## config.mk

```make
export PLATFORM = sky130hd
export DESIGN_NAME = uart_rx_timing_ctrl
export DESIGN_NICKNAME = d
export VERILOG_FILES = /design/src/rtl/uart_rx_timing_ctrl.sv
export SDC_FILE = /design/constraint.sdc
export NUM_CORES = 1
export LEC_CHECK = 0
export ABC_CLOCK_PERIOD_IN_PS = 4500
export CAP_MARGIN = 25
export CORE_MARGIN = 5
export CORE_UTILIZATION = 40
export DETAILED_ROUTE_END_ITERATION = 7
export PLACE_DENSITY = 0.62
export SETUP_SLACK_MARGIN = 0.05
export SLEW_MARGIN = 30
export SYNTH_ARGS = -nofsm -noshare
export SYNTH_HDL_FRONTEND = slang
export SYNTH_SLANG_ARGS = --single-unit
```

## constraint.sdc

```tcl
create_clock -name clk -period 4.5 [get_ports clk]
set_input_delay 1.125 -clock clk [delete_from_list [all_inputs] [get_ports clk]]
set_output_delay 1.125 -clock clk [all_outputs]
set_load 0.01 [all_outputs]
```

## src/rtl/uart_rx_timing_ctrl.sv

```systemverilog
// rtl/uart_rx_timing_ctrl.sv - UART receive timing/control: synchronizer, start qualification, bit-centre strobes, stop check
//
// Purpose: synchronizes the raw serial line, finds the start bit, issues one
// shift_strobe at each bit centre for a downstream (DATA_BITS+1)-bit shift
// register, then inspects the returned stop bit and either pulses
// load_buffer or raises framing_error.
//
// Ports:
//   clk           in   system clock, rising edge
//   rst           in   synchronous active-high reset
//   serial_in     in   raw asynchronous serial line (idles high)
//   stop_bit      in   MSB of the downstream shift register
//   serial_sync   out  two-flop synchronized line (feeds the shift register)
//   shift_strobe  out  one-cycle pulse at every bit centre
//   load_buffer   out  one-cycle pulse, frame received with a good stop bit
//   framing_error out  level, last frame had stop bit 0; cleared by next start
//   busy          out  high whenever the controller is not idle
//
// Build option: define UART_RX_FALSE_START_CHK_EN to re-sample the line at the
// start-bit centre and drop glitches; otherwise every start edge runs a frame.

module uart_rx_timing_ctrl #(
    parameter int CLKS_PER_BIT = 10,
    parameter int DATA_BITS    = 8
) (
    input  logic clk,
    input  logic rst,
    input  logic serial_in,
    input  logic stop_bit,
    output logic serial_sync,
    output logic shift_strobe,
    output logic load_buffer,
    output logic framing_error,
    output logic busy
);

    localparam int CW = $clog2(CLKS_PER_BIT);
    localparam int BW = $clog2(DATA_BITS + 2);

    localparam logic [CW-1:0] HALF_LAST    = CW'(CLKS_PER_BIT / 2 - 1);
    localparam logic [CW-1:0] BIT_LAST     = CW'(CLKS_PER_BIT - 1);
    localparam logic [CW-1:0] PRE_LAST     = CW'(CLKS_PER_BIT - 2);
    localparam logic [BW-1:0] LAST_BIT_IDX = BW'(DATA_BITS);

    typedef enum logic [1:0] {
        IDLE      = 2'd0,
        START_CHK = 2'd1,
        RECV      = 2'd2,
        STOP_CHK  = 2'd3
    } state_t;

    state_t          state;
    state_t          state_nxt;
    logic [CW-1:0]   clk_cnt;
    logic [BW-1:0]   bit_cnt;
    logic            sync_meta;
    logic            sync_hist;
    logic            start_edge;
    logic            start_ok;
    logic            bit_end;
    logic            strobe_nxt;
    logic            load_nxt;
    logic            fe_nxt;
    logic            busy_nxt;

    // Synchronizer and edge history reset high so a reset never looks like a start.
    // The history flop runs in every state so a start right after a stop is caught.
    always_ff @(posedge clk) begin
        if (rst) begin
            sync_meta   <= 1'b1;
            serial_sync <= 1'b1;
            sync_hist   <= 1'b1;
        end else begin
            sync_meta   <= serial_in;
            serial_sync <= sync_meta;
            sync_hist   <= serial_sync;
        end
    end

    assign start_edge = !serial_sync && sync_hist;
    assign bit_end    = (clk_cnt == BIT_LAST);

`ifdef UART_RX_FALSE_START_CHK_EN
    assign start_ok = !serial_sync;
`else
    assign start_ok = 1'b1;
`endif

    // State register plus the bit-time and bit counters it steers.
    always_ff @(posedge clk) begin
        if (rst) begin
            state   <= IDLE;
            clk_cnt <= '0;
            bit_cnt <= '0;
        end else begin
            state <= state_nxt;
            case (state)
                START_CHK: clk_cnt <= (clk_cnt == HALF_LAST) ? '0 : clk_cnt + 1'b1;
                RECV: begin
                    clk_cnt <= bit_end ? '0 : clk_cnt + 1'b1;
                    if (bit_end) begin
                        bit_cnt <= bit_cnt + 1'b1;
                    end
                end
                default: begin
                    clk_cnt <= '0;
                    bit_cnt <= '0;
                end
            endcase
        end
    end

    always_comb begin
        state_nxt = state;
        case (state)
            IDLE: begin
                if (start_edge) begin
                    state_nxt = START_CHK;
                end
            end
            START_CHK: begin
                if (clk_cnt == HALF_LAST) begin
                    state_nxt = start_ok ? RECV : IDLE;
                end
            end
            RECV: begin
                if (bit_end && (bit_cnt == LAST_BIT_IDX)) begin
                    state_nxt = STOP_CHK;
                end
            end
            default: state_nxt = IDLE;
        endcase
    end

    // Next values of the registered outputs. The strobe is decided one count
    // early so the registered pulse lines up with the counter's last value.
    always_comb begin
        strobe_nxt = (state == RECV) && (clk_cnt == PRE_LAST);
        load_nxt   = (state == STOP_CHK) && stop_bit;
        fe_nxt     = framing_error;
        if ((state == IDLE) && start_edge) begin
            fe_nxt = 1'b0;
        end else if ((state == STOP_CHK) && !stop_bit) begin
            fe_nxt = 1'b1;
        end
        busy_nxt   = (state_nxt != IDLE);
    end

    always_ff @(posedge clk) begin
        if (rst) begin
            shift_strobe  <= 1'b0;
            load_buffer   <= 1'b0;
            framing_error <= 1'b0;
            busy          <= 1'b0;
        end else begin
            shift_strobe  <= strobe_nxt;
            load_buffer   <= load_nxt;
            framing_error <= fe_nxt;
            busy          <= busy_nxt;
        end
    end

endmodule

```

==> summary.md <==
| Metric | Value |
|---|---|
| Status | completed |
| CP cell instances | clkdlybuf4s50_1 |
| Worst-path clk slew | 90 ps |
| I/O Pins | 9 |
| Seq/Total Area, Yosys | 0.3804 |
| Routed wire per std cell | between 10 and 15 um |
| Critical Path Slowest Stage Cell | clkdlybuf4s50_1 |
| Worst slack, placed | roughly 2100 ps |
| Final Max Tran Viols | 0 |
| Synth Area in Adders | 0.1538 |
| Multi-input logic area | 511.7 um^2 |
| Crit path DAT | ~1200 ps |
| Total GRT Usage | 0.1097 |
| Post-route ant nets | 0 |
| Final setup vio count | 0 |
| CP endpoint kind | primary output |
| # hold bufs at CTS | 0 |
| Critical path type | flop to primary output |
| Final hold vios | 0 |
| Initial antenna violation count | 0 |
| Relative slew slack | 0.7653 |
| Worst EP required | 3380 ps |
| Crit path buffers/inverters | 1 |
| Post-CTS setup buffers | 0 |
| Vias in the first global route | ~650 |
| Area growth, synth to finish | 14.83% |
| Compound-Gate Fraction of Synth Area | 0.1105 |
| YS warnings | 0 |
| Row count | 17 |
| Mean Syn Cell Area | between 9 and 10 um^2 |
| Clock Latency Late Sink | between 200 and 300 ps |
| Dpl hpwl | about 1.2 mm |
| Syn Inst Count | 92 |
| Global-route wire length before repair | 2.766 mm |
| Power Dens Cells | around 250 mW/mm^2 |
| DRT Pass-1 Iters | 4 |
| Share of flip-flops with an asynchronous set or reset | 0 |
| Setup Skew | 1.564 ps |
| H-tree level count | 1 |
| Crit-path max cell delay | 540 ps |
| Combinational share of power | 0.069 |
| Post-placement cell area | roughly 0.001 mm^2 |
| Syn nets | 107 |
| Main synth FF type | dfxtp_1 |
| Pint | 0.1954 mW |
| Chip Height | approximately 57 um |
| 1st-iter DRT viols | 6 |
| Synth Area in XOR/XNOR | 0.01958 |
| Via density | between 5 and 6 |
| Switch share | 0.2241 |
| Maxcap violations | 0 |
| Detailed Route WL | approximately 1.5 mm |
| Critical Path Source Type | flop |
| Fin crit share | 0.5149 |
| Nets | 118 |
| Core area | 0.002170 mm^2 |
| IR drop worst, VDD | 0.0001325 V |
| Drc violations | 0 |
| TritonCTS buffer count | 3 |
| Mux contribution to synthesized area | 0.01119 |
| Leakage power figure | 0.3768 nW |
| Seq cells post-synth | 17 |
| Sequential share of power | 0.610 |
| Worst-Margin Slew | 351.5 ps |
| CTS Buffer Depth | 2 |
| DIE AREA | 0.003282 mm^2 |
| Root Buffer | clkbuf_4 |
| Non-Filler Instances | 130 |
| Main combinational cell family by area after synthesis | simple AND/OR/NAND/NOR gates |
| Sink Count | 17 |
| Psw | 0.05644 mW |
| CTS tree | done |
| Finished Cell Area | 0.001027 mm^2 |
| Starting Density | 0.4123 |
| EDFF count, synth | 0 |
| Simple-Gate Fraction of Synth Area | 0.2769 |
| CP max FO | 4 |
| Via count | 678 |
| Fin crit period | 2317 ps |
| Share of cells above drive strength 1 | 0.1176 |
| Synth unique cells | 34 |
| Final setup margin | 2183 ps |
| Global route overflow | 0 |
| Register area | 340.3 um^2 |
| Placed cell count | 126 |
| Mapped Area | 894.6 um^2 |
| Die Width | 57.29 um |
| Clock power share | 0.321 |
| GPL Wtd Cong | around 0.74 |
| CP top delay family | buffers and inverters |
| Filler cell count in the final layout | between 200 and 250 |
| RSZ-0062 raised after global routing | no |
| Largest net degree at the start of global routing | 11 |
| # port buffers | 8 |
| Cts repair resizes | 0 |
| Hold crit path type | flop to flop |
| Setup TNS | 0 ps |
| Fmax | 0.4316 GHz |
| Inserted Diodes | 0 |
cell type report:
cell class	count	area share
clock buffer	4	0.02558
inverter	9	0.03289
multi-input combinational	64	0.4982
sequential	17	0.3313
tap	28	0.03410
timing repair buffer	8	0.07795
cell families after synthesis:
| kind of cell | after synthesis |
|---|---|
| compound gates | 13 |
| xor+xnor | 2 |
| fa+ha+maj | 11 |
| buf+inv | 11 |
| flops | 17 |
| mux | 1 |
| simple gates | 37 |
metrics by stage:
step / hold slack (ps) / utilization / power [mW]
final: 415.9 / 0.4735 / 0.2519
after global routing: 451.0 / 0.4735 / 0.2673
after CTS: 418.8 / 0.4735 / 0.2574
after detailed placement: 396.3 / 0.4614 / 0.1746
after global placement: 395.7 / 0.4614 / 0.1741
after floorplan: 389.5 / - / 0.1679
state kept, by name, indices dropped and copies added (netlist names):
name and flops:
sync_meta 1, clk_cnt 4, bit_cnt 4, framing_error 1, sync_hist 1, shift_strobe 1
state 2, busy 1, load_buffer 1, serial_sync 1
metal layers:
layer  vias to the layer above  routed length [um]  GRT usage
met5                         -                   0          0
met4                         0                  64    0.08940
met3                         7                  49    0.02036
met2                        12                 711     0.1811
met1                       317                 708     0.1218
li1                        342                   -          -
Yosys cell counts, types with 2 or more instances:
| library cell | instances | share of area |
|---|---|---|
| o211ai_1 | 2 | 0.017 |
| ha_1 | 11 | 0.15 |
| nand2b_1 | 2 | 0.014 |
| nor2_1 | 3 | 0.013 |
| a21oi_1 | 5 | 0.028 |
| inv_1 | 9 | 0.038 |
| nand2_1 | 3 | 0.013 |
| or2_2 | 5 | 0.035 |
| nand3b_1 | 2 | 0.017 |
| nand3_1 | 6 | 0.034 |
| nor2b_1 | 2 | 0.014 |
| dfxtp_1 | 17 | 0.38 |
| nor3_1 | 4 | 0.022 |
power by group through the flow:
stage          Sequential, mW  Combinational, mW  Clock [mW]
5_1_grt                 0.154             0.0192      0.0942
2_1_floorplan           0.157             0.0105           0
3_3_place_gp            0.157             0.0169           0
4_1_cts                 0.154             0.0174      0.0863
3_5_place_dp            0.157             0.0173           0
6_report                0.154             0.0173      0.0809
final timing paths:
check	start	endpoint	slack [ps]	cells after the start
max	serial_sync$_SDFF_PP1_	serial_sync	2180	1
min reg2reg	sync_meta$_SDFF_PP1_	serial_sync$_SDFF_PP1_	420	1
max reg2reg	state[0]$_SDFF_PP0_	bit_cnt[3]$_SDFFE_PP0P_	2840	5
min	sync_meta$_SDFF_PP1_	serial_sync$_SDFF_PP1_	420	1
cells in the final DEF, fill, tap and decap left out, types with 2 or more instances in the layout:
cell type and instances:
nor2b_1 2, nand2b_1 2, clkdlybuf4s50_1 8, ha_1 11, nor3_1 4, o211ai_1 2, inv_1 9, dfxtp_1 17
nand2_1 3, clkbuf_4 3, a21oi_1 5, nand3b_1 2, nor2_1 3, nand3_1 6, or2_2 5
No activity file was read; power rests on OpenSTA's default activity.
